`src/rtl/seven_seg_pkg.sv`:
```
// ============================================================================
// Module : seven_seg_pkg
// Desc   : Segment constants, FSM states and segment-to-BCD decode.
// Rev    : 1.0
// ============================================================================
`default_nettype none

package seven_seg_pkg;

    localparam logic [6:0] SEG_0     = 7'b1000000;
    localparam logic [6:0] SEG_1     = 7'b1111001;
    localparam logic [6:0] SEG_2     = 7'b0100100;
    localparam logic [6:0] SEG_3     = 7'b0110000;
    localparam logic [6:0] SEG_4     = 7'b0011001;
    localparam logic [6:0] SEG_5     = 7'b0010010;
    localparam logic [6:0] SEG_6     = 7'b0000010;
    localparam logic [6:0] SEG_7     = 7'b1111000;
    localparam logic [6:0] SEG_8     = 7'b0000000;
    localparam logic [6:0] SEG_9     = 7'b0010000;
    localparam logic [6:0] SEG_BLANK = 7'b1111111;

    localparam logic [3:0] BLANK_CODE = 4'hA;
    localparam logic [3:0] ERR_CODE   = 4'hF;

    typedef enum logic [1:0] {
        IDLE    = 2'd0,
        COLLECT = 2'd1,
        PUBLISH = 2'd2
    } state_t;

    function automatic logic [3:0] seg_to_bcd(input logic [6:0] seg);
        logic [3:0] bcd;
        case (seg)
            SEG_0:     bcd = 4'd0;
            SEG_1:     bcd = 4'd1;
            SEG_2:     bcd = 4'd2;
            SEG_3:     bcd = 4'd3;
            SEG_4:     bcd = 4'd4;
            SEG_5:     bcd = 4'd5;
            SEG_6:     bcd = 4'd6;
            SEG_7:     bcd = 4'd7;
            SEG_8:     bcd = 4'd8;
            SEG_9:     bcd = 4'd9;
            SEG_BLANK: bcd = BLANK_CODE;
            default:   bcd = ERR_CODE;
        endcase
        return bcd;
    endfunction

endpackage

`default_nettype wire

```
`src/rtl/seven_seg_capture_filter.sv`:
```
// ============================================================================
// Module : seg_stability_filter
// Desc   : Synchronizes scanned segment/anode lines and strobes once per
//          stable single-digit pattern.
// Rev    : 1.0
// ============================================================================
`default_nettype none

module seg_stability_filter #(
    parameter int STABLE_CYCLES = 4
) (
    input  logic       i_clk,
    input  logic       i_rst,
    input  logic [6:0] i_segments,
    input  logic [3:0] i_anodes,
    output logic       o_accept,
    output logic [1:0] o_index,
    output logic [6:0] o_segments
);

    localparam int CW = $clog2(STABLE_CYCLES + 1);
    localparam logic [CW-1:0] c_stable = CW'(STABLE_CYCLES);

    logic [10:0]   r_sync1, r_sync2, r_last;
    logic [CW-1:0] r_cnt;
    logic          r_accept;
    logic [1:0]    r_index;
    logic [6:0]    r_seg;

    logic          w_cand, w_same, w_fire;
    logic [CW-1:0] w_cnt_next;
    logic [1:0]    w_idx;

    assign w_cand = ($countones(~r_sync2[10:7]) == 1);
    assign w_same = (r_sync2 == r_last);

    always_comb begin
        w_cnt_next = '0;
        if (w_cand) begin
            if (!w_same)
                w_cnt_next = CW'(1);
            else if (r_cnt == c_stable)
                w_cnt_next = c_stable;
            else
                w_cnt_next = r_cnt + 1'b1;
        end
    end

    // Fire on reaching the threshold; a changed pattern restarts the count
    // even when the previous one had saturated (matters for STABLE_CYCLES=1).
    assign w_fire = w_cand && (w_cnt_next == c_stable) &&
                    (!w_same || (r_cnt != c_stable));

    always_comb begin
        w_idx = 2'd0;
        case (r_sync2[10:7])
            4'b1110: w_idx = 2'd0;
            4'b1101: w_idx = 2'd1;
            4'b1011: w_idx = 2'd2;
            4'b0111: w_idx = 2'd3;
            default: w_idx = 2'd0;
        endcase
    end

    always_ff @(posedge i_clk or posedge i_rst) begin
        if (i_rst) begin
            r_sync1  <= '0;
            r_sync2  <= '0;
            r_last   <= '0;
            r_cnt    <= '0;
            r_accept <= 1'b0;
            r_index  <= 2'd0;
            r_seg    <= '0;
        end else begin
            r_sync1  <= {i_anodes, i_segments};
            r_sync2  <= r_sync1;
            r_last   <= r_sync2;
            r_cnt    <= w_cnt_next;
            r_accept <= w_fire;
            r_index  <= w_idx;
            r_seg    <= r_sync2[6:0];
        end
    end

    assign o_accept   = r_accept;
    assign o_index    = r_index;
    assign o_segments = r_seg;

endmodule

`default_nettype wire

```
`src/rtl/seven_seg_capture.sv`:
```
// ============================================================================
// Module : seven_seg_capture
// Desc   : Reassembles a scanned 4-digit seven-segment display into BCD frames.
// Rev    : 1.0
// ============================================================================
`default_nettype none

module seven_seg_capture
    import seven_seg_pkg::*;
#(
    parameter int STABLE_CYCLES  = 4,
    parameter int TIMEOUT_CYCLES = 1000000
) (
    input  logic        i_Clk_100MHz,
    input  logic        i_Reset,
    input  logic [6:0]  i_Segments,
    input  logic [3:0]  i_Anodes,
    output logic [15:0] o_Digits,
    output logic        o_Frame_Valid,
    output logic        o_Changed,
    output logic        o_Decode_Error,
    output logic        o_Timeout
);

    localparam int TW = $clog2(TIMEOUT_CYCLES + 1);
    localparam logic [TW-1:0] c_timeout = TW'(TIMEOUT_CYCLES);

    logic       w_accept;
    logic [1:0] w_idx;
    logic [6:0] w_seg;
    logic [3:0] w_bcd;
    logic       w_bad;

    seg_stability_filter #(
        .STABLE_CYCLES(STABLE_CYCLES)
    ) u_filter (
        .i_clk      (i_Clk_100MHz),
        .i_rst      (i_Reset),
        .i_segments (i_Segments),
        .i_anodes   (i_Anodes),
        .o_accept   (w_accept),
        .o_index    (w_idx),
        .o_segments (w_seg)
    );

    assign w_bcd = seg_to_bcd(w_seg);
    assign w_bad = (w_bcd == ERR_CODE);

    state_t        r_state, w_state;
    logic [3:0]    r_mask, w_mask;
    logic [3:0]    r_err, w_err;
    logic [15:0]   r_buf, w_buf;
    logic [TW-1:0] r_tcnt, w_tcnt;
    logic [15:0]   r_digits, w_digits;
    logic          r_dec_err, w_dec_err;
    logic          r_valid, w_valid;
    logic          r_changed, w_changed;
    logic          r_timeout, w_timeout;
    logic          r_seen, w_seen;

    always_comb begin
        w_state   = r_state;
        w_mask    = r_mask;
        w_err     = r_err;
        w_buf     = r_buf;
        w_tcnt    = r_tcnt;
        w_digits  = r_digits;
        w_dec_err = r_dec_err;
        w_valid   = 1'b0;
        w_changed = 1'b0;
        w_timeout = 1'b0;
        w_seen    = r_seen;
        case (r_state)
            IDLE: begin
                w_tcnt = '0;
                if (w_accept) begin
                    w_mask[w_idx]              = 1'b1;
                    w_err[w_idx]               = w_bad;
                    w_buf[{w_idx, 2'b00} +: 4] = w_bcd;
                    w_state                    = COLLECT;
                end
            end
            COLLECT: begin
                if (w_accept) begin
                    w_mask[w_idx]              = 1'b1;
                    w_err[w_idx]               = w_bad;
                    w_buf[{w_idx, 2'b00} +: 4] = w_bcd;
                    w_tcnt                     = '0;
                    if (w_mask == 4'b1111)
                        w_state = PUBLISH;
                end else if (r_tcnt == c_timeout) begin
                    w_timeout = 1'b1;
                    w_mask    = '0;
                    w_err     = '0;
                    w_tcnt    = '0;
                    w_state   = IDLE;
                end else begin
                    w_tcnt = r_tcnt + 1'b1;
                end
            end
            PUBLISH: begin
                w_digits  = r_buf;
                w_dec_err = |r_err;
                w_valid   = 1'b1;
                // r_seen forces o_Changed on the first frame, even if it is 0000
                w_changed = (r_buf != r_digits) || !r_seen;
                w_seen    = 1'b1;
                w_mask    = '0;
                w_err     = '0;
                w_tcnt    = '0;
                w_state   = IDLE;
                if (w_accept) begin
                    w_mask[w_idx]              = 1'b1;
                    w_err[w_idx]               = w_bad;
                    w_buf[{w_idx, 2'b00} +: 4] = w_bcd;
                    w_state                    = COLLECT;
                end
            end
            default: w_state = IDLE;
        endcase
    end

    always_ff @(posedge i_Clk_100MHz or posedge i_Reset) begin
        if (i_Reset) begin
            r_state   <= IDLE;
            r_mask    <= '0;
            r_err     <= '0;
            r_buf     <= '0;
            r_tcnt    <= '0;
            r_digits  <= '0;
            r_dec_err <= 1'b0;
            r_valid   <= 1'b0;
            r_changed <= 1'b0;
            r_timeout <= 1'b0;
            r_seen    <= 1'b0;
        end else begin
            r_state   <= w_state;
            r_mask    <= w_mask;
            r_err     <= w_err;
            r_buf     <= w_buf;
            r_tcnt    <= w_tcnt;
            r_digits  <= w_digits;
            r_dec_err <= w_dec_err;
            r_valid   <= w_valid;
            r_changed <= w_changed;
            r_timeout <= w_timeout;
            r_seen    <= w_seen;
        end
    end

    assign o_Digits       = r_digits;
    assign o_Frame_Valid  = r_valid;
    assign o_Changed      = r_changed;
    assign o_Decode_Error = r_dec_err;
    assign o_Timeout      = r_timeout;

endmodule

`default_nettype wire

```
`config.mk`:
```
export PLATFORM = sky130hd
export DESIGN_NAME = seven_seg_capture
export DESIGN_NICKNAME = d
export VERILOG_FILES = /design/src/rtl/seven_seg_pkg.sv /design/src/rtl/seven_seg_capture_filter.sv /design/src/rtl/seven_seg_capture.sv
export SDC_FILE = /design/constraint.sdc
export NUM_CORES = 1
export LEC_CHECK = 0
export CAP_MARGIN = 0
export CORE_MARGIN = 4
export CORE_UTILIZATION = 60
export CTS_CLUSTER_SIZE = 20
export DETAILED_ROUTE_END_ITERATION = 7
export GPL_TIMING_DRIVEN = 1
export HOLD_SLACK_MARGIN = 0.03
export PLACE_DENSITY_LB_ADDON = 0.15
export SLEW_MARGIN = 10
export SYNTH_ARGS = -nofsm -noshare
export SYNTH_HDL_FRONTEND = slang
export SYNTH_HIERARCHICAL = 1
export SYNTH_SLANG_ARGS = --single-unit
```
`constraint.sdc`:
```
create_clock -name i_Clk_100MHz -period 4.8 [get_ports i_Clk_100MHz]
set_input_delay 1.2 -clock i_Clk_100MHz [delete_from_list [all_inputs] [get_ports i_Clk_100MHz]]
set_output_delay 1.2 -clock i_Clk_100MHz [all_outputs]
set_load 0.005 [all_outputs]
```
After elaboration in Yosys (flattened, before gate mapping) --
Index checks and enable logic that the tools add are counted.
Storage, ports and cells: bits in registers 113, output and inout port bits 20
Cells by class: $add $sub $neg 6, order comparisons 2, equality and inequality tests 27, shift-type cells 2, mux-type cells 32, bitwise operators 3, reduce and logical (&&, ||, !) cells 17
Operators with widths (count):
- 4-bit one-hot mux with 11 select lines | 1
- 20-bit two-way mux | 2
- 20-bit one-hot mux with 2 select lines | 1
- 32-bit adder | 1
- 32-bit by 2-bit == test with 1-bit output, second input constant | 1
- 7-bit == test, second input constant | 4
- 4-bit two-way mux | 7
- 4-bit one-hot mux with 3 select lines | 2
- 7-bit by 5-bit == test with 1-bit output, second input constant | 3
- 20-bit by 1-bit adder with 20-bit output, second input constant | 1
- 20-bit == test, second input constant | 1
- 16-bit bitwise mux | 1
- 4-bit == test, second input constant | 4
- 16-bit inequality test | 1
- 4-bit by 6-bit variable shift with 16-bit output, first input constant | 1
- 4-bit by 6-bit indexed part select with 16-bit output | 1
- 7-bit by 6-bit == test with 1-bit output, second input constant | 2
- 2-bit one-hot mux with 3 select lines | 2
- 11-bit == test | 1
- 3-bit two-way mux | 3
- 2-bit two-way mux | 4
- 7-bit by 2-bit == test with 1-bit output, second input constant | 1
- 7-bit logical NOT | 1
- 1-bit two-way mux | 7
- other kinds (28) | 36

Longest topological paths before layout --
depth in word-level cells 9, mapped depth 10

Cells and area by module --
Netlist, hierarchy kept.
By module, submodules not included:
- seven_seg_capture | times used 1, cells each 335, area each 3613.5 um2
- seg_stability_filter | times used 1, cells each 91, area each 1415.1 um2

Worst setup path before layout --
No wires, ideal clock.
kind register to register, start point reg u_filter.r_sync2[7], end point reg u_filter.r_accept, in the netlist u_filter/o_accept, arrival 2.048 ns, required time 4.706 ns, setup slack 2.658 ns, stages on the path, launching flop included 9, path buffers 0, period minus slack after synthesis 2.142 ns, path through dfrtp_1 -> fa_1 -> inv_1 -> ha_1 -> ha_1 -> nor2_1 -> nand2_1 -> nor4b_4 -> nor4b_4
Between the ends: longest elaborated chain between the ends 8
Ends and longest elaborated chain:
- from (decl) | RTL line seven_seg_capture_filter.sv:24 | logic [10:0] r_sync1, r_sync2, r_last;
- from (signal assigned) | RTL line seven_seg_capture_filter.sv:76 | r_sync2 <= r_sync1;
- 4-bit NOT | RTL line seven_seg_capture_filter.sv:34 | assign w_cand = ($countones(~r_sync2[10:7]) == 1);
- 1-bit by 1-bit adder with 2-bit output (not written as such) | RTL line seven_seg_capture_filter.sv:34
- 32-bit adder (not written as such) | RTL line seven_seg_capture_filter.sv:34
- 32-bit by 2-bit == test with 1-bit output | RTL line seven_seg_capture_filter.sv:34
- 3-bit two-way mux | RTL line seven_seg_capture_filter.sv:39 | if (w_cand) begin
- 3-bit == test | RTL line seven_seg_capture_filter.sv:51 | assign w_fire = w_cand && (w_cnt_next == c_stable) &&
- 1-bit logical AND | RTL line seven_seg_capture_filter.sv:51
- 1-bit logical AND (*) | RTL line seven_seg_capture_filter.sv:51
- net u_filter.w_fire | RTL line seven_seg_capture_filter.sv:30 | logic w_cand, w_same, w_fire;
- to (signal assigned) | RTL line seven_seg_capture_filter.sv:79 | r_accept <= w_fire;
- to (decl) | RTL line seven_seg_capture_filter.sv:26 | logic r_accept;
Mark *: on every way through the listed nets, which the timed path passes. The rest lies on a longest branch. A chain may end at the register's enable or synchronous reset.

Worst setup path after layout --
start point reg r_state[0], end point reg r_tcnt[15]
Between the ends: longest elaborated chain between the ends 3
Ends and longest elaborated chain:
- from (decl) | RTL line seven_seg_capture.sv:49 | state_t r_state, w_state;
- from (signal assigned) | RTL line seven_seg_capture.sv:137 | r_state <= w_state;
- 2-bit == test or 2-bit logical NOT (tied branches) | RTL line seven_seg_capture.sv:73 | case (r_state)
- 2-bit OR reduction (no source line)
- 20-bit one-hot mux with 2 select lines or 2-bit nonzero test (tied branches)
- to (signal assigned) | RTL line seven_seg_capture.sv:141 | r_tcnt <= w_tcnt;
- to (decl) | RTL line seven_seg_capture.sv:53 | logic [TW-1:0] r_tcnt, w_tcnt;
Parallel ways exist; a longest one is shown, timed or not.

==> results.toml <==
[timing]
worst_pin_slew_ns = 1.19
clock_skew_ns = 0.0137
hold_viol_final = 0
setup_tns_ns = 0
period_share_pct = 59.3
fin_crit_ns = 2.84
drv_slew = 0
setup_violations = 0
worst_slew_margin_rel_pct = 20.9
fmax_mhz = 352
rsz0062_at_grt = "false"

[detailed_routing]
drtIter0Drc = 162
avgViaCountPerCell = 5.57
ant_nets = 0
via_count = 3155
dr.pass1.iters = 4
wl_um = 8570
wl_per_cell_um = 15.1
drc_errors = 0

[job]
drv_cap = 0

[power_and_ir_drop]
leakagePower_uw = 0.00243
comb_power_share_pct = 5.3
clkPwrFrac_pct = 38.1
p_per_area_nw_per_um2 = 293
p_sw_uw = 381
seq_power_share_pct = 56.5
sw_frac_of_total_pct = 23.2
p_int_uw = 1260
peakVddDrop_mv = 0.209

[worst_setup_path]
critPathKind = "reg2reg"
arrival_ns = 3.06
r2r_setup_slack_ns = 1.96
crit_fanout = 23
critPathCaptureType = "flop"
cp-start-kind = "flop"
crit_required_ns = 5.01

[global_route]
first_global_vias = 3138
track_usage_pct = 18.5
grt-ovfl-total = 0
antenna_found_initial = 0
grt_max_degree = 46
grt_pass1_wl_um = 14800

[synth]
synth_seq_cells = 106
synth_enable_flop_cells = 0
syn_nets = 461
yosys-top-cells-count = "dfrtp_1 (106), nand2_1 (32), xnor2_1 (28), nor2_1 (25)"
yosysWarningCount = 6
synth.avg_cell_area_sq_um = 11.8
yosys.area.top_type = "dfrtp_1"
async_reset_ff_share_pct = 100
ys_seq_area_share_pct = 52.7
yosysUniqueCellTypes = 64
synthCells = 426
yosys-top-cells-area = "dfrtp_1 (53%), ha_1 (5.2%), xnor2_1 (4.9%)"
synth.top_cell.area_share_pct = 52.7
syn_area_sq_um = 5030
synth_ff_type = "dfrtp_1"
yosysMostFrequentCell = "dfrtp_1"

[clocking]
numCtsBuffers = 9
clk_path_buf_depth = 2
clkSinkCount = 106
post_cts_resized = 0
tritoncts = "yes"
path_clk_slew_ns = 0.10
postCtsSetupRepairBufs = 0
clock_latency_ns = 0.37
ctsHoldBuffers = 0
h-tree-depth = 3
cts_root_buf = "clkbuf_8"

[cells_and_area]
drive_gt1_share_pct = 13.0
layout.nets = 491
syn2layout_area_growth_pct = 11.7
finish.utilization_pct = 68.7
antenna_cells = 0

[placement]
place_congestion = 0.832
hpwl_um = 6160
io_buffers = 32

[floorplanning]
rows = 33
die_h_um = 99.5
io_pins = 33
die_area_sq_um = 9910
core-area_sq_um = 8180
die_x_um = 99.5
initial_core_util_pct = 61.5

[hold_path]
hold_path_class = "reg2reg"

[outcome]
status = "finished clean"
==> final timing paths <==
kind | start | to | depth (start not counted)
worst max-delay path | r_state[0]$_DFFE_PP0P_ | r_tcnt[15]$_DFFE_PP0P_ | 5
worst min-delay path | u_filter/r_sync1[9]$_DFF_PP0_ | u_filter/r_sync2[9]$_DFF_PP0_ | 0
worst max register to register | r_state[0]$_DFFE_PP0P_ | r_tcnt[15]$_DFFE_PP0P_ | 5
worst min register to register | u_filter/r_sync1[9]$_DFF_PP0_ | u_filter/r_sync2[9]$_DFF_PP0_ | 0
max in group asynchronous | i_Reset | r_buf[7]$_DFFE_PP0P_ | 3
min in group asynchronous | i_Reset | r_tcnt[17]$_DFFE_PP0P_ | 2
==> flip-flops by register name, indices dropped and copies added, names as in the netlist <==
signal	flops
r_tcnt	20
o_Digits	16
r_buf	16
u_filter/r_sync1	11
u_filter/r_sync2	11
u_filter/o_segments	6
u_filter/r_last	5
r_err	4
r_mask	4
u_filter/r_cnt	3
r_state	2
u_filter/o_index	2
o_Changed	1
o_Decode_Error	1
o_Frame_Valid	1
o_Timeout	1
r_seen	1
u_filter/o_accept	1
==> cells by family (layout without fill, tap and decap cells) <==
| logic type | after synthesis | in the layout | synth area share [%] |
|---|---|---|---|
| simple gates | 140 | 140 | 17.4 |
| flops | 106 | 106 | 52.7 |
| fa+ha+maj | 22 | 22 | 5.62 |
| mux | 20 | 20 | 4.40 |
| buf+inv | 36 | 71 | 3.83 |
| xor+xnor | 45 | 45 | 7.84 |
| compound gates | 57 | 57 | 8.14 |
==> area by class of cell <==
type	instances	area (sq um)
clock buffers	10	138
inverters	21	78.8
multi-input cells	284	2180
fillers	601	2560
flip-flops and latches	106	2650
repair buffers	34	335
clock inverters	6	96.3
well taps	105	131
==> critical path, cell delays in order (launching register included) <==
cell     delay [ns]
dfrtp_1        0.44
inv_1          0.11
ha_1           0.78
or3_2          0.31
o21a_1         0.94
nor2_1         0.12
==> power by group through the flow <==
stage / combinational [uW] / clock (uW) / sequential (uW)
finish: 87.7 / 627 / 930
global route: 100 / 679 / 933
CTS: 89.7 / 641 / 930
detailed placement: 89.0 / 0 / 947
global placement: 86.8 / 0 / 946
floorplan: 69.8 / 0 / 939
==> per-stage QoR <==
step | total power [uW] | worst slack [ns] | std cells | area [sq um] | hold WS (ns)
floorplan | 1010 | 1.92 | 426 | 5030 | 0.331
global placement | 1030 | 2.02 | 550 | 5380 | 0.333
detailed placement | 1040 | 1.91 | 550 | 5380 | 0.335
CTS | 1660 | 1.94 | 566 | 5620 | 0.356
global route | 1710 | 1.71 | 566 | 5620 | 0.366
finish | 1640 | 1.96 | 566 | 5620 | 0.354
==> routing by layer <==
| metal | up-vias | GRT usage, % | share of wire, % |
|---|---|---|---|
| li1 | 1543 | - | - |
| met1 | 1543 | 26.0 | 48 |
| met2 | 60 | 29.5 | 47 |
| met3 | 9 | 2.95 | 4.1 |
| met4 | 0 | 6.72 | 0.85 |
| met5 | - | 0 | 0 |
==> placed cells by master, fill, tap and decap left out, types with 7 or more instances in the layout <==
master and count:
dfrtp_1 106, nand2_1 32, clkdlybuf4s50_1 32, xnor2_1 28, nor2_1 25, ha_1 21, inv_1 20, mux2_2 17
xor2_1 17, o21ai_0 15, nand3_1 13, a22o_1 12, nor2_4 10, clkbuf_8 10, nand4_1 9, nor4_1 7
Note: power is estimated with default switching activity, not from simulation.
